[config.mk]
export PLATFORM = sky130hd
export DESIGN_NAME = io_bus_arbiter
export DESIGN_NICKNAME = d
export VERILOG_FILES = /design/src/rtl/io_bus_arbiter.sv
export SDC_FILE = /design/constraint.sdc
export NUM_CORES = 1
export LEC_CHECK = 0
export CAP_MARGIN = 5
export CORE_UTILIZATION = 30
export DETAILED_ROUTE_END_ITERATION = 16
export PLACE_DENSITY = 0.75
export SKIP_CTS_REPAIR_TIMING = 1
export SYNTH_ARGS = -nofsm -noshare
export SYNTH_HDL_FRONTEND = slang
export SYNTH_SLANG_ARGS = --single-unit
export TNS_END_PERCENT = 10
[constraint.sdc]
create_clock -name clk -period 2.06 [get_ports clk]
set_input_delay 0.412 -clock clk [delete_from_list [all_inputs] [get_ports clk]]
set_output_delay 0.412 -clock clk [all_outputs]
set_load 0.05 [all_outputs]
[src/rtl/io_bus_arbiter.sv]
// io_bus_arbiter: four-requester round-robin arbiter feeding a single
// registered output slot. A grant in IDLE loads the slot and moves to HOLD;
// HOLD waits for out_ready and then hands priority to the next requester.
// Optional drop-on-timeout logic is compiled in with `define IO_ARB_TIMEOUT_EN.
module io_bus_arbiter #(
    parameter int DATA_W  = 32,
    parameter int TIMEOUT = 255
) (
    input  logic                  clk,
    input  logic                  rst_n,
    input  logic [3:0]            req_valid,
    input  logic [4*DATA_W-1:0]   req_data,
    output logic [3:0]            req_ready,
    output logic                  out_valid,
    output logic [DATA_W-1:0]     out_data,
    output logic [1:0]            out_src,
    input  logic                  out_ready,
    output logic                  busy,
    output logic                  timeout_pulse,
    output logic [7:0]            err_cnt
);

    typedef enum logic {
        IDLE = 1'b0,
        HOLD = 1'b1
    } state_t;

    state_t              state_q, state_d;
    logic [1:0]          rr_ptr_q, rr_ptr_d;
    logic [DATA_W-1:0]   out_data_q, out_data_d;
    logic [1:0]          out_src_q, out_src_d;
    logic [1:0]          sel;
    logic                any_req;
    logic                grant;
    logic                drop;

    assign any_req = |req_valid;

    // Round-robin pick: first valid requester at or above rr_ptr, wrapping 3 -> 0.
    // Scanning downward lets the closest candidate overwrite the farther ones.
    always_comb begin
        sel = rr_ptr_q;
        for (int k = 3; k >= 0; k--) begin
            if (req_valid[rr_ptr_q + 2'(k)]) begin
                sel = rr_ptr_q + 2'(k);
            end
        end
    end

    // Next-state, grant handshake and output-slot load.
    // req_ready is purely combinational in IDLE and gated off while in reset.
    always_comb begin
        state_d    = state_q;
        rr_ptr_d   = rr_ptr_q;
        out_data_d = out_data_q;
        out_src_d  = out_src_q;
        req_ready  = 4'b0000;
        grant      = 1'b0;
        case (state_q)
            IDLE: begin
                if (any_req && rst_n) begin
                    req_ready  = 4'b0001 << sel;
                    grant      = 1'b1;
                    state_d    = HOLD;
                    out_data_d = req_data[sel*DATA_W +: DATA_W];
                    out_src_d  = sel;
                end
            end
            HOLD: begin
                // drop is already masked by out_ready, so an accept always wins.
                if (out_ready || drop) begin
                    state_d  = IDLE;
                    rr_ptr_d = out_src_q + 2'd1;
                end
            end
        endcase
    end

    // State, priority pointer and output slot registers.
    always_ff @(posedge clk or negedge rst_n) begin
        if (!rst_n) begin
            state_q    <= IDLE;
            rr_ptr_q   <= 2'd0;
            out_data_q <= '0;
            out_src_q  <= 2'd0;
        end else begin
            state_q    <= state_d;
            rr_ptr_q   <= rr_ptr_d;
            out_data_q <= out_data_d;
            out_src_q  <= out_src_d;
        end
    end

    assign out_valid = (state_q == HOLD);
    assign busy      = (state_q == HOLD);
    assign out_data  = out_data_q;
    assign out_src   = out_src_q;

`ifdef IO_ARB_TIMEOUT_EN
    logic [7:0] wait_q;
    logic [7:0] err_q;
    logic       pulse_q;

    // The beat is dropped on the edge where the wait count would reach TIMEOUT.
    assign drop = (state_q == HOLD) && !out_ready && (wait_q == 8'(TIMEOUT - 1));

    // Wait counter, one-cycle drop pulse and saturating drop counter.
    always_ff @(posedge clk or negedge rst_n) begin
        if (!rst_n) begin
            wait_q  <= 8'd0;
            err_q   <= 8'd0;
            pulse_q <= 1'b0;
        end else begin
            if (grant) begin
                wait_q <= 8'd0;
            end else if ((state_q == HOLD) && !out_ready) begin
                wait_q <= wait_q + 8'd1;
            end
            pulse_q <= drop;
            if (drop && (err_q != 8'hFF)) begin
                err_q <= err_q + 8'd1;
            end
        end
    end

    assign timeout_pulse = pulse_q;
    assign err_cnt       = err_q;
`else
    // HOLD waits forever; no counter exists in this build.
    logic [7:0] unused_timeout;
    assign unused_timeout = 8'(TIMEOUT);
    assign drop           = 1'b0;
    assign timeout_pulse  = 1'b0;
    assign err_cnt        = 8'd0;
`endif

endmodule
==> metrics.cfg <==
[status]
status=complete, but fails checks
violations=setup timing

[synthesis]
synth_top_cells_by_count=mux2i_1, dfrtp_1, nand2_1
synth_edf_count=0
ys_types=27
yosys_warnings=0
yosysMostFrequentCell=mux2i_1
synth-simple-area-share_pct=8.50
synthAdderAreaFrac_pct=0
synthTopCellsByArea=dfrtp_1, mux2i_1, o221ai_1
synth_top_family_by_area=multiplexers
synthArstFlopShare_pct=100
post_synth_mux_area_share_pct=27.8
synth_compound_area_share_pct=15.4
synth_ff_type=dfrtp_1
synth_area_um2=2340
synth_xor_xnor_area_share_pct=0.374
syn_area_per_cell_um2=10.3
synth_top_area_share_pct=39.6
synth-seq-area-share_pct=39.6
ys_ff_latch=37
synth_cells=227
yosysTopAreaCell=dfrtp_1

[critical_path]
r2r_end=out_data[6]$_DFFE_PN0P_
rrSetupSlack_ns=0.05
reg2reg_depth=8
crit_end=req_ready[2]
critPathArrivalTime_ns=1.82
critPathRequiredTime_ns=1.65
critical_path.max_fanout=5
cp-end-kind=primary output
reg2reg_from=rr_ptr_q[1]$_DFFE_PN0P_
crit_start=rr_ptr_q[0]$_DFFE_PN0P_
critical_path_class=register to primary output
worstSetupStartpointType=register

[floorplan]
io_pins=184
die-area_um2=8160
rows=31
dieWidth_um=90.3
start_util_pct=31.6
fp.dieH_um=90.3
core_um2=7410

[drt]
drc=0
routed-via-count=2501
dr_wl_met2_um=4310
drt_iter0_markers=78
vias_per_cell=4.90
avgRoutedWirePerCell_um=15.9
drt_first_pass_iters=4
routed_wirelength_um=8120
wl_met1_um=3200
top_layer=met4
ant_nets=0
wl_met3_um=490

[sta]
post-route-period-util_pct=108
finalSetupViolCount=4
hold_violations=0
slew_headroom_pct=63.4
clock_skew_ns=0.00381
hold_slack_ns=0.204
rsz0062_at_grt=true
worst_slack_ns=-0.170
min_period_ns=2.23
worst_pin_slew_ns=0.547
fmax_mhz=448
final_max_slew_viol_count=0

[power_and_ir_drop]
total_power_uw=5840
vdd_drop_max_mv=0.702
p_leak_uw=0.00203
power_density_nw_per_um2=1300

[global_routing]
overflow=0
grt_pass1_wl_um=12800
track_usage_pct=19.6
grt_max_degree=38
first_global_vias=2661
antenna_found_initial=0

[cells_and_area]
drive_gt1_share_pct=11.7
nNetsFinal=545
area_growth_pct=91.8
n_antenna_cell=0

[clock_tree]
cts_buffers=5
path_clk_slew_ns=0.07
clock-sinks=37
htree_levels=2
worstSkewPairLatency_ns=0.28
cts_buffer_depth=2
cts_tree=built
root_buffer=clkbuf_8

[flow_run]
maxCapViolations=0

[place]
dp.final_hpwl_um=6130
io_buffers=174
gp_congestion=0.755

[hold_path]
holdCritPathClass=input port to async pin

## critical path, cell delays in order (launching register included)
cell,delay (ns)
dfrtp_1,0.42
nor2b_4,0.16
o22ai_1,0.07
a222oi_1,0.33
buf_4,0.20
nand2b_4,0.15
nor2b_2,0.06
buf_12,0.14
## cell usage in the layout (no fill, tap or decap), types with 2 or more instances in the layout
cell type          n
buf_12             6
o221ai_1          32
buf_4             19
clkdlybuf4s50_1  164
nand2_1           34
clkbuf_8           6
conb_1             9
dfrtp_1           36
a21oi_1            2
a31oi_1            2
o21ai_0            2
dlymetal6s2s_1     5
mux2i_1           62
o22ai_1            3
mux2i_2            2
inv_1              5
## metrics by stage
step | area [µm²] | instances | util, % | setup WS, ns | setup TNS, ns
2_1_floorplan | 2380 | 235 | - | -0.103 | -0.180
3_3_place_gp | 4260 | 497 | 57.5 | -0.506 | -16.95
3_5_place_dp | 4260 | 497 | 57.5 | -0.570 | -17.63
4_1_cts | 4380 | 505 | 59.1 | -0.550 | -8.48
5_1_grt | 4490 | 510 | 60.6 | -0.257 | -1.80
6_report | 4490 | 510 | 60.6 | -0.170 | -0.657
## worst min-delay path by stage
| stage | start | endpoint | slack (ns) | cells past startpoint |
|---|---|---|---|---|
| after floorplan | rst_n | busy$_DFF_PN0_ | 0.12 | 0 |
| after global placement | out_data[22]$_DFFE_PN0P_ | out_data[22]$_DFFE_PN0P_ | 0.47 | 2 |
| after detailed placement | out_data[11]$_DFFE_PN0P_ | out_data[11]$_DFFE_PN0P_ | 0.47 | 2 |
| after CTS | rst_n | out_data[10]$_DFFE_PN0P_ | 0.22 | 2 |
| after global routing | rst_n | busy$_DFF_PN0_ | 0.26 | 2 |
| final | rst_n | busy$_DFF_PN0_ | 0.20 | 2 |
## kinds of logic (layout without fill, tap and decap cells)
group	count (synthesis)	after routing
multiplexers	65	65
AO/OA/AOI/OAI	44	44
other	1	9
XOR/XNOR	1	1
flip-flops	37	37
buffers and inverters	33	209
AND/OR/NAND/NOR	46	46
## report_power, final
| part | total, µW | switching [µW] | leakage [µW] | internal [µW] |
|---|---|---|---|---|
| Combinational | 3860 | 2260 | 0.00152 | 1600 |
| Sequential | 1330 | 247 | 0.000453 | 1090 |
| Clock | 648 | 253 | 0.0000585 | 395 |
| Total | 5840 | 2760 | 0.00203 | 3080 |
## area by class of cell
type                            instances  area, µm²
Timing Repair Buffer                  195       1970
Fill cell                             638       2920
Tap cell                               99        124
Multi-Input combinational cell        165       1330
Inverter                                6       22.5
Sequential cell                        37        927
Clock buffer                            7       86.3
Clock inverter                          1       30.0
## sequential cells by signal, summed over array words and instances (netlist names)
signal and count:
busy 1, out_data 32, out_src 2, rr_ptr_q 2
## per-layer routing
layer | vias to the layer above | track usage (%)
met5 | - | 0
met4 | 0 | 7.53
met3 | 10 | 4.63
met2 | 106 | 36.3
li1 | 1196 | -
met1 | 1189 | 21.5
No activity file was read; power rests on OpenSTA's default activity.
